`src/rtl/fifo_esikli.sv`:
```
// Single-clock first-word-fall-through FIFO with any-integer depth, occupancy
// count, almost-full/almost-empty thresholds and synchronous flush.
// Define FIFO_ERR_EN to add sticky overflow_o / underflow_o status ports.
module fifo_esikli #(
   parameter int unsigned DATA_WIDTH = 32,
   parameter int unsigned DATA_DEPTH = 8,
   parameter int unsigned AF_THRESH  = DATA_DEPTH - 1,
   parameter int unsigned AE_THRESH  = 1
) (
   input  logic                               clk_i,
   input  logic                               rstn_i,
   input  logic                               flush_i,
   input  logic [DATA_WIDTH-1:0]              data_i,
   input  logic                               wr_en_i,
   output logic [DATA_WIDTH-1:0]              data_o,
   input  logic                               rd_en_i,
   output logic                               full_o,
   output logic                               empty_o,
   output logic                               almost_full_o,
   output logic                               almost_empty_o,
`ifdef FIFO_ERR_EN
   output logic                               overflow_o,
   output logic                               underflow_o,
`endif
   output logic [$clog2(DATA_DEPTH+1)-1:0]    count_o
);

   localparam int unsigned PTR_W = (DATA_DEPTH > 1) ? $clog2(DATA_DEPTH) : 1;
   localparam int unsigned CNT_W = $clog2(DATA_DEPTH + 1);
   localparam logic [PTR_W-1:0] LAST_PTR  = PTR_W'(DATA_DEPTH - 1);
   localparam logic [CNT_W-1:0] FULL_CNT  = CNT_W'(DATA_DEPTH);
   localparam logic [CNT_W-1:0] AF_CNT    = CNT_W'(AF_THRESH);
   localparam logic [CNT_W-1:0] AE_CNT    = CNT_W'(AE_THRESH);

   // Reject parameter sets the threshold decode cannot honour.
   if (DATA_DEPTH < 2) begin : g_bad_depth
      $error("fifo_esikli: DATA_DEPTH must be >= 2");
   end
   if ((AF_THRESH == 0) || (AF_THRESH > DATA_DEPTH)) begin : g_bad_af
      $error("fifo_esikli: AF_THRESH must be in 1..DATA_DEPTH");
   end
   if (AE_THRESH > (DATA_DEPTH - 1)) begin : g_bad_ae
      $error("fifo_esikli: AE_THRESH must be in 0..DATA_DEPTH-1");
   end

   logic [DATA_WIDTH-1:0] mem_q [DATA_DEPTH];
   logic [PTR_W-1:0]      wr_ptr_q, wr_ptr_d;
   logic [PTR_W-1:0]      rd_ptr_q, rd_ptr_d;
   logic [CNT_W-1:0]      count_q,  count_d;
   logic                  wr_acc_c;
   logic                  rd_acc_c;

   // Status decoded from the count register only; no input-to-flag path.
   assign full_o         = (count_q == FULL_CNT);
   assign empty_o        = (count_q == '0);
   assign almost_full_o  = (count_q >= AF_CNT);
   assign almost_empty_o = (count_q <= AE_CNT);
   assign count_o        = count_q;
   assign data_o         = mem_q[rd_ptr_q];

   // Accept decisions and pointer/count next-state; flush overrides both requests.
   always_comb begin
      wr_acc_c = wr_en_i & ~full_o  & ~flush_i;
      rd_acc_c = rd_en_i & ~empty_o & ~flush_i;
      wr_ptr_d = wr_ptr_q;
      rd_ptr_d = rd_ptr_q;
      count_d  = count_q;
      if (flush_i) begin
         wr_ptr_d = '0;
         rd_ptr_d = '0;
         count_d  = '0;
      end else begin
         if (wr_acc_c) begin
            wr_ptr_d = (wr_ptr_q == LAST_PTR) ? '0 : wr_ptr_q + PTR_W'(1);
         end
         if (rd_acc_c) begin
            rd_ptr_d = (rd_ptr_q == LAST_PTR) ? '0 : rd_ptr_q + PTR_W'(1);
         end
         count_d = count_q + CNT_W'(wr_acc_c) - CNT_W'(rd_acc_c);
      end
   end

   always_ff @(posedge clk_i or negedge rstn_i) begin
      if (!rstn_i) begin
         wr_ptr_q <= '0;
         rd_ptr_q <= '0;
         count_q  <= '0;
      end else begin
         wr_ptr_q <= wr_ptr_d;
         rd_ptr_q <= rd_ptr_d;
         count_q  <= count_d;
      end
   end

   // Storage carries no reset; contents are only meaningful below count.
   always_ff @(posedge clk_i) begin
      if (wr_acc_c) begin
         mem_q[wr_ptr_q] <= data_i;
      end
   end

`ifdef FIFO_ERR_EN
   logic overflow_q,  overflow_d;
   logic underflow_q, underflow_d;

   // Sticky record of rejected requests, cleared by flush.
   always_comb begin
      overflow_d  = overflow_q;
      underflow_d = underflow_q;
      if (flush_i) begin
         overflow_d  = 1'b0;
         underflow_d = 1'b0;
      end else begin
         if (wr_en_i & full_o) begin
            overflow_d = 1'b1;
         end
         if (rd_en_i & empty_o) begin
            underflow_d = 1'b1;
         end
      end
   end

   always_ff @(posedge clk_i or negedge rstn_i) begin
      if (!rstn_i) begin
         overflow_q  <= 1'b0;
         underflow_q <= 1'b0;
      end else begin
         overflow_q  <= overflow_d;
         underflow_q <= underflow_d;
      end
   end

   assign overflow_o  = overflow_q;
   assign underflow_o = underflow_q;
`endif

endmodule

```
`config.mk`:
```
export PLATFORM = sky130hd
export DESIGN_NAME = fifo_esikli
export DESIGN_NICKNAME = d
export VERILOG_FILES = /design/src/rtl/fifo_esikli.sv
export SDC_FILE = /design/constraint.sdc
export NUM_CORES = 1
export LEC_CHECK = 0
export CAP_MARGIN = 20
export CORE_MARGIN = 2
export CORE_UTILIZATION = 63
export DETAILED_ROUTE_END_ITERATION = 8
export PLACE_DENSITY = 0.95
export SLEW_MARGIN = 20
export SYNTH_ARGS = -nofsm -noshare
export SYNTH_HDL_FRONTEND = slang
export SYNTH_SLANG_ARGS = --single-unit
```
`constraint.sdc`:
```
create_clock -name clk_i -period 8.1 [get_ports clk_i]
set_clock_uncertainty 0.15 [all_clocks]
set_input_delay 1.215 -clock clk_i [delete_from_list [all_inputs] [get_ports clk_i]]
set_output_delay 1.215 -clock clk_i [all_outputs]
set_load 0.01 [all_outputs]
```
## After elaboration in Yosys (flattened, before gate mapping)

Memory sizes are Yosys's and may differ from the RTL's.
Index checks and enable logic that the tools add are counted.

| word-level totals | value |
|---|---|
| register bits after elaboration | 10 |
| RAM bits | 256 |
| input port bits | 37 |
| output and inout port bits | 40 |
| word-level logic and storage cells | 32 |
| memories | 1 |

| operators by class | value |
|---|---|
| add/sub/neg operators | 4 |
| magnitude comparators | 2 |
| equal/unequal tests | 3 |
| multiplexer cells | 9 |
| bitwise logic cells | 7 |
| reductions and logical operators | 3 |

Memories:

| memory | depth | bits a word | rd ports | clocked after Yosys merged registers in | write ports | line | source |
|---|---|---|---|---|---|---|---|
| mem_q | 8 | 32 | 1 | 0 | 1 | 46 | `logic [DATA_WIDTH-1:0] mem_q [DATA_DEPTH];` |

Operators by type and width:

| operator | count |
|---|---|
| $mux 3 | 6 |
| $add 3x1->3 const B | 2 |
| $eq 3x3->1 const B | 2 |
| $add 4x1->4 | 1 |
| $and 1x1->1 | 4 |
| $eq 4x4->1 const B | 1 |
| $ge 4x3->1 const B | 1 |
| $le 4x1->1 const B | 1 |
| $logic_not 4->1 | 1 |
| $mux 4 | 1 |
| $reduce_bool 2->1 | 2 |
| $sub 4x1->4 | 1 |
| $not 1->1 | 3 |
| $mux 1 | 2 |

## Depth between registers and ports, before layout

| depth | value |
|---|---|
| depth in word-level cells | 7 |
| gate-level depth with buffers | 11 |
| gate-level depth less buffers | 11 |

## Worst setup path before layout

OpenSTA, ideal clock, no wires.

| timing | value |
|---|---|
| path type | input -> register |
| start point | input wr_en_i |
| end point | memory mem_q[0][0] (enable) |
| setup time | 0.461 ns |
| arrival | 4.072 ns |
| data required time | 7.489 ns |
| path slack | 3.417 ns |
| stages on the path | 3 |
| path buffers | 0 |
| path through | inv_1 -> or4_1 -> nor3_1 |

| between the ends | value |
|---|---|
| longest elaborated chain between the ends | 4 |

RTL lines:

| what | line | source |
|---|---|---|
| from (decl) | 14 | `input logic wr_en_i,` |
| $and 1x1->1 (2 in a row) | 63 | `wr_acc_c = wr_en_i & ~full_o & ~flush_i;` |
| $mux 1 | 97 | `if (wr_acc_c) begin` |
| $mux 1 (implied by the code) | 98 | `mem_q[wr_ptr_q] <= data_i;` |
| to (decl) | 46 |  |

No other way between the ends.

## Worst setup path after layout

| timing | value |
|---|---|
| start point | register rd_ptr_q[1] |
| end point | output data_o[23] |

| between the ends | value |
|---|---|
| longest elaborated chain between the ends | 1 |

RTL lines:

| what | line | source |
|---|---|---|
| from (decl) | 48 | `logic [PTR_W-1:0] rd_ptr_q, rd_ptr_d;` |
| from (signal assigned) | 90 | `rd_ptr_q <= rd_ptr_d;` |
| $mem_v2 8x32 | - |  |
| to (decl) | 15 | `output logic [DATA_WIDTH-1:0] data_o,` |

No other way between the ends.

==> results by group <==
Yosys
  – Synth Area in Simple Gates: 1.66%
  – Post-synthesis sequential area ratio: between 70 and 80%
  – Syn_area_per_cell: 23.0 µm²
  – Synth Area in Adders: 1.63%
  – Compound-Gate Fraction of Synth Area: 0.853%
  – Synth Register Bits: between 200 and 300
  – Mux cell area share after synthesis: between 10% and 20%
  – Unique masters post-synth: 30
  – Cells after Synth: roughly 450
  – Syn nets: 502
  – Cell Area, Synth: 10400 µm²
  – XOR/XNOR Fraction of Synth Area: less than 1%
  – Number of synthesis warnings: 0
  – Main combinational cell family by area after synthesis: multiplexers

GRT
  – Vias in the first global route: about 5300
  – First-pass GRT wire length: 31.7 mm
  – Grt ovf: 0
  – Largest net degree at the start of global routing: 57
  – Initial antenna violation count: 0
  – GR Util All Layers: 24.4%

Finish
  – Storage cell area: 7940 µm²
  – Post-layout util: 75.0%
  – P&R area growth vs syn: 17.7%
  – Finished Layout Cells: 785
  – Most frequent cells in the layout: edfxtp_1 (256), clkdlybuf4s50_1 (76), mux4_2 (51)
  – Layout Nets: 597
  – Multi-input gate area: 2350 µm²
  – Finished Cell Area: 12300 µm²
  – # diodes: 0
  – Share of layout cells above drive strength 1: 26.0%
  – FILL cells: 877
  – Most common cell after layout, fill and taps aside: edfxtp_1

Timing
  – Final Hold Vio Count: 0
  – Final Max Slew Viols: 0
  – Highest clock rate: 207 MHz
  – Post-layout min period: ~4800 ps
  – Final setup fails: 0
  – Slew margin rel.: 34.1%
  – Fin crit share: 59.6%
  – RSZ-0062 raised after global routing: false
  – Setup TNS Final: 0 ps
  – Worst-Margin Slew: 989 ps

Clock network
  – Clk sink count: roughly 270
  – Clk buf depth: 3
  – Worst-path clk slew: 60 ps
  – Number of buffers created by CTS: 25
  – CTS tree: yes
  – CTS resizes: 0
  – Clk_lat worst skew: 510 ps
  – Postcts setup bufs: 0
  – Htree depth: 1
  – CTS Root Cell: clkbuf_16
  – CTS Hold Buffers Added: 0

Floorplanning
  – Die span in y: 133 µm
  – Num ports: 77
  – Core area: 16300 µm²
  – Die X: 133 µm
  – Initial core utilization: a little under two thirds
  – Die Area: between 15000 and 20000 µm²
  – Core Rows: 47

Critical path
  – Crit. End Element: output port
  – Worst r2r path cells: 7
  – Max FO, Critical Path: 46
  – Startpoint class of the critical path: flop
  – Worst Path Required: 6730 ps
  – Worst Path Arrival: 3460 ps
  – Crit path kind: reg -> out

Placement
  – DP Wirelength: between 10 and 15 mm
  – Cell Area, Placed: 11500 µm²
  – GP Congestion: 0.728
  – # port buffers: 76
  – Inst Count DP: 740

Routing
  – Via count: 4897
  – Post-route ant nets: 0
  – WL/cell: 26.3 µm
  – Drt total wl: 20.7 mm
  – # DRC: 0
  – DRT Pass-1 Iters: 4
  – DR iter-0 viols: roughly 470
  – Post-DR vias/cell: about 6.2

Worst hold path
  – WHS Path Cells: 2
  – Worst hold path type: reg -> reg

Run
  – Max_cap viols: 0

Outcome
  – Status: finished clean

Pwr
  – Leakage power: 3.89 nW
  – Worst VDD drop: 0.000172 V
  – PD cells: 269 nW/µm²
==> worst max-delay path: stages, from the launching register on <==
cell	delay (ps)
dfrtp_4	680
buf_4	740
mux4_1	670
mux2_2	310
clkdlybuf4s50_1	490
==> sequential cells by signal, indices dropped and copies added (netlist names) <==
name	flops
count_o	4
mem_q	256
rd_ptr_q	3
wr_ptr_q	3
==> cell type report <==
class	instances	area share, %
Sequential cell	266	64.8
Clock inverter	17	1.17
Multi-Input combinational cell	158	19.1
Clock buffer	28	5.28
Inverter	9	0.276
Tap cell	220	2.25
Timing Repair Buffer	87	7.05
==> final timing paths <==
check                                 start      endpoint  slack [ps]
min in group asynchronous            rstn_i    count_o[0]         890
worst min register to register  wr_ptr_q[0]   wr_ptr_q[0]         460
worst min-delay path            wr_ptr_q[0]   wr_ptr_q[0]         460
max in group asynchronous            rstn_i   rd_ptr_q[1]        6520
worst max-delay path            rd_ptr_q[1]    data_o[23]        3270
worst max register to register   count_o[2]  mem_q[0][15]        4940
==> cell usage after synthesis <==
master / n / area, µm²
nor2_1: 8 / 30.0
a31o_2: 1 / 8.76
mux4_2: 51 / 1150
fa_1: 1 / 20.0
a21oi_1: 10 / 50.1
nand2b_1: 3 / 18.8
buf_6: 2 / 22.5
nor2b_1: 2 / 12.5
xnor2_1: 1 / 8.76
mux4_1: 13 / 342
clkbuf_1: 6 / 22.5
buf_2: 3 / 15.0
ha_1: 12 / 150
or3_1: 1 / 6.26
mux2_2: 32 / 360
buf_1: 4 / 15.0
o21ai_0: 6 / 30.0
or3b_2: 1 / 8.76
or4_1: 3 / 22.5
nand3_1: 5 / 25.0
buf_12: 3 / 60.1
or3b_1: 1 / 8.76
nand4b_1: 2 / 17.5
inv_2: 2 / 7.51
inv_1: 7 / 26.3
buf_8: 1 / 15.0
dfrtp_1: 10 / 250
edfxtp_1: 256 / 7690
nor3_1: 3 / 15.0
nand2_1: 2 / 7.51
==> routing by layer <==
layer	wire, µm	GRT usage (%)	vias to the layer above
met1	7900	32.5	2540
met5	0	0	-
li1	-	-	2093
met4	457	7.11	0
met3	1450	4.44	34
met2	10900	42.1	230
==> through the flow <==
stage	setup WS (ps)	hold slack (ps)	total power, mW
CTS	3220	450	3.31
finish	3270	456	3.30
global route	3060	529	3.40
detailed placement	3770	440	2.20
floorplan	3420	412	1.95
global placement	3830	426	2.17
==> cell families after synthesis <==
family          count (synthesis)
flops                         266
simple gates                   31
xor+xnor                        1
fa+ha+maj                      13
compound gates                 17
mux                            96
buf+inv                        28
==> where the power goes <==
group / total, mW / switching (mW) / internal (mW)
registers: 1.62 / 0.0593 / 1.56
logic: 0.554 / 0.239 / 0.316
clock network: 1.12 / 0.485 / 0.640
total: 3.30 / 0.783 / 2.51
Note: power is estimated with default switching activity, not from simulation.
